**src/rtl/instr_fetch_if.sv**
```systemverilog
// ---------------------------------------------------------------------------
// instr_fetch_if
// Groups the instruction-fetch unit's control and memory signals into one
// bundle.
//
// Control side (Control / datapath -> fetch unit):
//   fetch        request to fetch the next instruction
//   pc_load      redirect strobe (branch taken)
//   pc_in        64-bit redirect target
// Memory side:
//   mem_addr     64-bit instruction memory address (fetch unit -> memory)
//   mem_rd       read request (fetch unit -> memory)
//   mem_data     32-bit read data (memory -> fetch unit)
//   mem_ready    read data valid (memory -> fetch unit)
// Results (fetch unit -> Control):
//   instr        held instruction word
//   instr_valid  one-cycle pulse when a new word lands in instr
//   pc           address of the word currently held in instr
//   busy         a memory request is outstanding
//   fault        sticky fetch fault
//
// Modports:
//   master  the environment around the fetch unit (Control plus memory)
//   slave   the fetch unit itself
// ---------------------------------------------------------------------------
interface instr_fetch_if;
   logic        fetch;
   logic        pc_load;
   logic [63:0] pc_in;
   logic [63:0] mem_addr;
   logic        mem_rd;
   logic [31:0] mem_data;
   logic        mem_ready;
   logic [31:0] instr;
   logic        instr_valid;
   logic [63:0] pc;
   logic        busy;
   logic        fault;

   modport master (
      output fetch, pc_load, pc_in, mem_data, mem_ready,
      input  mem_addr, mem_rd, instr, instr_valid, pc, busy, fault
   );

   modport slave (
      input  fetch, pc_load, pc_in, mem_data, mem_ready,
      output mem_addr, mem_rd, instr, instr_valid, pc, busy, fault
   );
endinterface

```
**src/rtl/instr_fetch.sv**
```systemverilog
// ---------------------------------------------------------------------------
// instr_fetch
// Instruction fetch unit. On a fetch request it issues a single read to
// instruction memory at the next-fetch address (or at the redirect target
// when a redirect arrives in the same cycle), waits for mem_ready, and then
// holds the returned word and its address for Control. A redirect that
// arrives while a read is outstanding discards that read's data. Misaligned
// targets and memory timeouts park the unit in a sticky fault state, which
// only reset can clear.
//
// Parameters:
//   RESET_PC     PC value loaded by reset
//   MEM_TIMEOUT  WAIT cycles without mem_ready before a fault (1..255)
//
// Ports:
//   clk   sole clock, rising edge
//   rst   synchronous, active-low reset
//   bus   instr_fetch_if.slave (fetch/pc_load/pc_in in, memory handshake,
//         instr/instr_valid/pc/busy/fault out)
// ---------------------------------------------------------------------------
module instr_fetch #(
   parameter logic [63:0] RESET_PC    = 64'h0,
   parameter int          MEM_TIMEOUT = 16
) (
   input logic          clk,
   input logic          rst,
   instr_fetch_if.slave bus
);

   typedef enum logic [1:0] {
      IDLE,
      WAIT,
      FAULT
   } state_t;

   localparam logic [7:0] TIMEOUT_CNT = 8'(MEM_TIMEOUT);

   state_t      state_q, state_d;
   logic [63:0] npc_q, npc_d;
   logic [63:0] addr_q, addr_d;
   logic [63:0] pc_q, pc_d;
   logic [31:0] instr_q, instr_d;
   logic        valid_q, valid_d;
   logic        redir_q, redir_d;
   logic [7:0]  cnt_q, cnt_d;

   logic [63:0] fetchTarget;
   logic [7:0]  cntInc;

   // State register. Reset is synchronous and overrides every other input
   // on the same edge, which also aborts any read still outstanding.
   always_ff @(posedge clk) begin
      if (!rst) begin
         state_q <= IDLE;
         npc_q   <= RESET_PC;
         addr_q  <= RESET_PC;
         pc_q    <= RESET_PC;
         instr_q <= 32'h0;
         valid_q <= 1'b0;
         redir_q <= 1'b0;
         cnt_q   <= 8'h0;
      end else begin
         state_q <= state_d;
         npc_q   <= npc_d;
         addr_q  <= addr_d;
         pc_q    <= pc_d;
         instr_q <= instr_d;
         valid_q <= valid_d;
         redir_q <= redir_d;
         cnt_q   <= cnt_d;
      end
   end

   // Next-state logic. A redirect in the same cycle as a fetch takes
   // effect immediately. A redirect seen during WAIT, whether before or
   // together with mem_ready, turns the in-flight read into a discard.
   // In that case npc keeps the redirect target rather than being bumped
   // by 4.
   always_comb begin
      state_d     = state_q;
      npc_d       = npc_q;
      addr_d      = addr_q;
      pc_d        = pc_q;
      instr_d     = instr_q;
      valid_d     = 1'b0;
      redir_d     = redir_q;
      cnt_d       = cnt_q;
      cntInc      = cnt_q + 8'd1;
      fetchTarget = bus.pc_load ? bus.pc_in : npc_q;

      unique case (state_q)
         IDLE: begin
            if (bus.fetch) begin
               if (fetchTarget[1:0] != 2'b00) begin
                  state_d = FAULT;
               end else begin
                  addr_d  = fetchTarget;
                  cnt_d   = 8'h0;
                  redir_d = 1'b0;
                  state_d = WAIT;
               end
            end else if (bus.pc_load) begin
               npc_d = bus.pc_in;
            end
         end
         WAIT: begin
            if (bus.pc_load) begin
               npc_d = bus.pc_in;
            end
            if (bus.mem_ready) begin
               if (!(redir_q || bus.pc_load)) begin
                  instr_d = bus.mem_data;
                  pc_d    = addr_q;
                  npc_d   = addr_q + 64'd4;
                  valid_d = 1'b1;
               end
               redir_d = 1'b0;
               state_d = IDLE;
            end else begin
               redir_d = redir_q | bus.pc_load;
               cnt_d   = cntInc;
               if (cntInc == TIMEOUT_CNT) begin
                  state_d = FAULT;
               end
            end
         end
         FAULT: begin
            state_d = FAULT;
         end
         default: begin
            state_d = IDLE;
         end
      endcase
   end

   // Outputs are decoded directly from registered state, so they are
   // glitch-free and change only on the clock edge.
   assign bus.mem_addr    = addr_q;
   assign bus.mem_rd      = (state_q == WAIT);
   assign bus.busy        = (state_q == WAIT);
   assign bus.fault       = (state_q == FAULT);
   assign bus.instr       = instr_q;
   assign bus.instr_valid = valid_q;
   assign bus.pc          = pc_q;

endmodule

```
**src/flat_wrapper.sv**
```systemverilog
// flat-port wrapper written by rule: the top's interface ports become plain ports
module instr_fetch_flat 
#(
   parameter logic [63:0] RESET_PC    = 64'h0,
   parameter int          MEM_TIMEOUT = 16
)
  (clk, rst, bus_fetch, bus_pc_load, bus_pc_in, bus_mem_data, bus_mem_ready, bus_mem_addr, bus_mem_rd, bus_instr, bus_instr_valid, bus_pc, bus_busy, bus_fault);
  instr_fetch_if bus_i ();
  input logic clk;
  input logic rst;
  input wire logic [$bits(bus_i.fetch)-1:0] bus_fetch;
  input wire logic [$bits(bus_i.pc_load)-1:0] bus_pc_load;
  input wire logic [$bits(bus_i.pc_in)-1:0] bus_pc_in;
  input wire logic [$bits(bus_i.mem_data)-1:0] bus_mem_data;
  input wire logic [$bits(bus_i.mem_ready)-1:0] bus_mem_ready;
  output wire logic [$bits(bus_i.mem_addr)-1:0] bus_mem_addr;
  output wire logic [$bits(bus_i.mem_rd)-1:0] bus_mem_rd;
  output wire logic [$bits(bus_i.instr)-1:0] bus_instr;
  output wire logic [$bits(bus_i.instr_valid)-1:0] bus_instr_valid;
  output wire logic [$bits(bus_i.pc)-1:0] bus_pc;
  output wire logic [$bits(bus_i.busy)-1:0] bus_busy;
  output wire logic [$bits(bus_i.fault)-1:0] bus_fault;
  assign bus_i.fetch = bus_fetch;
  assign bus_i.pc_load = bus_pc_load;
  assign bus_i.pc_in = bus_pc_in;
  assign bus_i.mem_data = bus_mem_data;
  assign bus_i.mem_ready = bus_mem_ready;
  assign bus_mem_addr = bus_i.mem_addr;
  assign bus_mem_rd = bus_i.mem_rd;
  assign bus_instr = bus_i.instr;
  assign bus_instr_valid = bus_i.instr_valid;
  assign bus_pc = bus_i.pc;
  assign bus_busy = bus_i.busy;
  assign bus_fault = bus_i.fault;
  instr_fetch #(.RESET_PC(RESET_PC), .MEM_TIMEOUT(MEM_TIMEOUT)) u_core (.clk(clk), .rst(rst), .bus(bus_i));
endmodule
```
**config.mk**
```make
export PLATFORM = sky130hd
export DESIGN_NAME = instr_fetch_flat
export DESIGN_NICKNAME = d
export VERILOG_FILES = /design/src/rtl/instr_fetch_if.sv /design/src/rtl/instr_fetch.sv /design/src/flat_wrapper.sv
export SDC_FILE = /design/constraint.sdc
export NUM_CORES = 1
export LEC_CHECK = 0
export ABC_AREA = 1
export ABC_CLOCK_PERIOD_IN_PS = 4700
export CORE_MARGIN = 2
export CORE_UTILIZATION = 30
export CTS_BUF_LIST = sky130_fd_sc_hd__clkbuf_8 sky130_fd_sc_hd__clkbuf_16
export CTS_CLUSTER_DIAMETER = 80
export DETAILED_ROUTE_END_ITERATION = 8
export PLACE_DENSITY = 0.52
export SYNTH_ARGS = -nofsm -noshare
export SYNTH_HDL_FRONTEND = slang
export SYNTH_SLANG_ARGS = --single-unit
```
**constraint.sdc**
```tcl
create_clock -name clk -period 4.7 [get_ports clk]
set_clock_uncertainty 0.1 [all_clocks]
set_input_delay 0.94 -clock clk [delete_from_list [all_inputs] [get_ports clk]]
set_output_delay 0.94 -clock clk [all_outputs]
set_load 0.02 [all_outputs]
```
-- After elaboration in Yosys (flattened, before gate mapping)
Cells that the tools add are included.
- output and inout port bits: 164
- input bits: 101
- bits in registers: 236
- logic and storage cells: 51
- add/subtract/negate cells: 2
- eq/ne operators: 8
- bitwise gates (word level): 3
- reduce and logical (&&, ||, !) cells: 11
- muxes and demuxes: 19
- operators with widths (kind ; number):
    two-way mux 64 bit ; 4
    case mux 64 bit (2 select lines) ; 1
    adder 64 x 3 -> 64 bit (second input constant) ; 1
    two-way mux 8 bit ; 3
    case mux 8 bit (2 select lines) ; 1
    AND reduction 3 bit ; 4
    adder 8 x 1 -> 8 bit (second input constant) ; 1
    equality test 8 x 5 -> 1 bit (second input constant) ; 1
    two-way mux 2 bit ; 4
    != test 2 bit (second input constant) ; 4
    case mux 2 bit (3 select lines) ; 1
    two-way mux 1 bit ; 4
    AND reduction 2 bit ; 2
    AND reduction 4 bit ; 1
    nonzero test 2 bit ; 2
    != test 3 x 2 -> 1 bit (second input constant) ; 1
    equality test 2 x 1 -> 1 bit (second input constant) ; 1
    equality test 2 bit (second input constant) ; 1
    logical NOT 2 bit ; 1
    NOT 1 bit ; 2
    case mux 1 bit (2 select lines) ; 1
    logical OR 1 bit ; 1
    bitwise OR 1 bit ; 1

-- Logic depth before layout (Yosys ltp)
- depth after elaboration: 5
- mapped depth: 13

-- Worst setup path before layout
No wires, ideal clock.
- path type: in2reg
- start point: input port bus_pc_load
- end point: register u_core.npc_q[34]
- setup slack: 2.357 ns
- library setup time: 0.116 ns
- arrival time: 2.127 ns
- cell stages on the path: 11
- cell sequence: buf_6 > or2_1 > buf_6 > inv_4 > nand2_4 > buf_6 > buf_2 > a21oi_1 > nand3_1 > o211ai_1 > inv_1
- longest elaborated chain between the ends: 4
- RTL lines (element ; RTL line ; RTL):
    start, declared ; flat_wrapper.sv:12 ; input wire logic [$bits(bus_i.pc_load)-1:0] bus_pc_load;
    two-way mux 64 bit or logical OR 1 bit (tied branches) ; instr_fetch.sv:107, instr_fetch.sv:111 ;
    two-way mux 64 bit ; instr_fetch.sv:111 ; if (!(redir_q || bus.pc_load)) begin
    two-way mux 64 bit ; instr_fetch.sv:110 ; if (bus.mem_ready) begin
    case mux 64 bit (2 select lines) (*) ; instr_fetch.sv:91 ; unique case (state_q)
    end signal, assigned ; instr_fetch.sv:64 ; npc_q <= npc_d;
    end, declared ; instr_fetch.sv:39 ; logic [63:0] npc_q, npc_d;
Every way passes the cells marked *; elsewhere a longest branch is shown, timed or not. The select of a mux whose other input is x is not followed.
A chain may end at the register's enable or synchronous reset.

-- Worst setup path in the final report
- start point: register u_core.state_q[1]
- end point: output port bus_busy
- longest elaborated chain between the ends: 1
- RTL lines (element ; RTL line ; RTL):
    start, declared ; instr_fetch.sv:38 ; state_t state_q, state_d;
    start signal, assigned ; instr_fetch.sv:63 ; state_q <= state_d;
    equality test 2 x 1 -> 1 bit ; instr_fetch.sv:140 ; assign bus.busy = (state_q == WAIT);
    end, declared ; flat_wrapper.sv:21 ; output wire logic [$bits(bus_i.busy)-1:0] bus_busy;
Every way passes these cells.

==> flow_summary.yaml <==
logic_synthesis:
  netlist_instances: 1765
  synth_xor_area_frac: 0.00520
  yosysTopAreaCellShare: 0.401
  synth_top_family_by_area: "simple AND/OR/NAND/NOR gates"
  seq_area_frac_synth: 0.401
  synth_compound_area_frac: 0.196
  ys_types: 49
  yosysWarnings: 0
  synth-edff-count: 0
  synth.area.top_cells: "dfxtp_1 (40%), nand2_1 (13%), nor2_1 (10%)"
  synthAdderAreaFrac: 0.00212
  synth_nets: 1868
  synthMuxAreaShare: 0.00850
  syn_area_sq_um: 11800
  ys_seq_elements: 236
  avgSynthCellArea_sq_um: 6.67
  synthSimpleGateAreaFrac: 0.305
  synthFlopType: "dfxtp_1"
  async_reset_ff_frac: 0
  synth_top_cell_by_area: "dfxtp_1"
timing:
  fin_crit_ns: 2.94
  hold_viol: 0
  drv_slew: 0
  post-route-period-util: 0.625
  fmax_mhz: 340
  whs_ns: 0.362
  setup_viol: 0
  worst_pin_slew_ns: 0.846
  rsz0062_at_grt: "no"
  relSlewSlack: 0.436
  tns_ns: 0
grt:
  gr-usage-all-layers: 0.223
  antenna_found_initial: 0
  overflow: 0
  grt_pass1_wl_mm: 71.5
  grt_pass1_vias: 11900
  grt_start_max_net_pins: 186
power_and_ir_drop:
  power.switching_uw: 1960
  p_int_uw: 4520
  seqPwrFrac: 0.381
  peakVddDrop_uv: 234
  p_clk_frac: 0.406
  power_density_nw_per_um2: 409
  power_uw: 6480
  switching_share: 0.302
  leakage_uw: 0.00599
  combPwrFrac: 0.213
setup_path:
  r2r_start: "u_core.bus.mem_addr[2]$_SDFFE_PN0P_"
  reg2reg_depth: 10
  slowest_delay_ns: 0.62
  crit_path_end_kind: "primary output"
  required_ns: 3.66
  crit_top_cell: "inv_1"
  cp_max_fo: 6
  crit_slowest_cell: "clkdlybuf4s50_1"
  cp_cell_sequence: "inv_1 > nand2_1 > inv_1 > clkdlybuf4s50_1"
  regToRegEndpoint: "u_core.npc_q[42]$_SDFFE_PN0P_"
  critPathLaunchType: "flop"
  reg2reg_slack_ns: 2.01
  cp.arrival_ns: 1.90
  crit_family: "buffers and inverters"
  path_buf_inv: 3
  crit_type: "flop to primary output"
cells_and_area:
  nNetsFinal: 2078
  drive_gt1_frac: 0.0612
  num_antenna_cells: 0
  syn2layout_area_growth_pct: 34.6
  postLayoutCellArea_sq_um: 15900
  fillers: 4035
  fin_util: 0.409
placement:
  io_buffer_count: 264
  placedInstanceArea_sq_um: 14700
  routabilityCongestion: 0.890
  hpwl_mm: 33.4
status:
  status: "complete, no violations"
floorplanning:
  dieArea_sq_um: 40900
  rows: 72
  num_io_pins: 265
  fp.dieH_um: 202
  start_util: 0.304
  core_region_area_sq_um: 38700
  die_w_um: 202
min_path:
  hold_start: "u_core.npc_q[53]$_SDFFE_PN0P_"
  worst_hold_path.endpoint: "u_core.npc_q[53]$_SDFFE_PN0P_"
  worstHoldPathCells: 2
  holdCritPathClass: "flop to flop"
cts:
  cts_setup_buffers: 0
  post_cts_resized: 0
  ctsHoldBuffers: 0
  clkSinkCount: 236
  cts_tree: "built"
  cts_buffers: 29
  clk_pin_slew_worst_paths_ns: 0.06
  cts_max_level: 1
  clock-root-buffer: "clkbuf_16"
  clock_path_buffers: 3
  clk_latency_ns: 0.55
job:
  max_cap_viol_count: 0
drt:
  vias_per_cell: 4.99
  vias: 12600
  drtIter0Drc: 921
  drc: 0
  final_antenna_net_count: 0
  wl_per_cell_um: 18.7
  routed_wl_mm: 47.0
  dr.pass1.iters: 5
final cells by class:
type / instances / area, sq um / share of cell area
clock inverters: 14 / 293 / 0.0185
repair buffers: 281 / 2800 / 0.177
clock buffers: 37 / 836 / 0.0527
multi-input cells: 1307 / 6090 / 0.384
well taps: 518 / 648 / 0.0409
flip-flops and latches: 236 / 4720 / 0.298
inverters: 120 / 457 / 0.0288
routing by layer:
metal	routed length, um	GRT usage	vias to the layer above
met5	0	0	-
met4	1460	0.0696	0
met3	2780	0.0313	79
met2	20400	0.349	447
met1	22400	0.318	5787
li1	-	-	6239
flip-flops by register name (all words and copies together), names as in the netlist:
register,count
u_core.bus.mem_addr,64
u_core.npc_q,64
u_core.redir_q,1
u_core.bus.instr,32
u_core.cnt_q,8
u_core.bus.pc,64
u_core.state_q,2
u_core.bus.instr_valid,1
worst max path at each step:
stage,start,endpoint,slack [ns],depth (start not counted)
floorplan,bus_pc_load,u_core.npc_q[34]$_SDFFE_PN0P_,2.36,11
global placement,bus_mem_ready,u_core.bus.instr[3]$_SDFFE_PN0P_,1.37,9
detailed placement,bus_mem_ready,u_core.bus.instr[5]$_SDFFE_PN0P_,1.31,9
CTS,u_core.state_q[1]$_SDFFE_PN0P_,bus_busy,1.74,4
global route,bus_pc_load,u_core.bus.mem_addr[21]$_SDFFE_PN0P_,1.62,9
finish,u_core.state_q[1]$_SDFFE_PN0P_,bus_busy,1.76,4
placed cells by master (no fill, tap or decap), types with 6 or more instances in the layout:
master             n
nand2_1          415
nor2_1           313
clkdlybuf4s50_1  262
dfxtp_1          236
o21ai_0          211
a21oi_1          130
inv_1            113
nand3_1           68
o211ai_1          32
clkbuf_16         29
nand4_1           18
buf_4             15
a211oi_1          13
nor2_2            12
mux2i_1           10
or2_2              9
bufinv_16          9
clkbuf_8           8
nand2_2            7
nor2_4             6
xor2_1             6
o21ai_1            6
power by group through the flow:
stage          Sequential (uW)  Combinational [uW]  Clock, uW
2_1_floorplan             2560                 717          0
3_3_place_gp              2500                1380          0
3_5_place_dp              2500                1390          0
4_1_cts                   2460                1400       2680
5_1_grt                   2500                1530       2750
6_report                  2470                1380       2630
worst reg2reg max path: stages, from the launching register on:
cell and delay [ns]:
dfxtp_1 0.53, ha_1 0.33, nand3_1 0.17, nor2_4 0.20, nand2_1 0.18, nor3_1 0.48, nand2_1 0.22, nand3_1 0.12
o2111ai_1 0.12, nand2_1 0.10, inv_1 0.04
cells in the mapped netlist (all sizes together) (3+ instances only):
cell type	instances
nor3	6
mux2i	10
nand3	72
a221oi	3
clkbuf	56
a21oi	131
inv	117
nand4	18
clkinv	3
or2	13
a41oi	5
a22oi	5
xor2	6
buf	46
o211ai	32
o21ai	217
o311ai	3
dfxtp	236
a31oi	5
a211oi	13
nand2	423
nor2	331
logic make-up (layout without fill, tap and decap cells):
logic type | after synthesis | count (layout)
DFF | 236 | 236
AOI/OAI and AO/OA | 420 | 420
buffers and inverters | 222 | 452
xor gates and xnor gates | 7 | 7
adders and majority gates | 2 | 2
muxes | 10 | 10
and+or+nand+nor | 868 | 868
stage by stage:
step / std cells / worst slack [ns]
6_report: 2513 / 1.76
3_3_place_gp: 2462 / 1.37
3_5_place_dp: 2462 / 1.31
2_1_floorplan: 1765 / 2.36
4_1_cts: 2513 / 1.74
5_1_grt: 2513 / 1.62
Note: power is estimated with default switching activity, not from simulation.
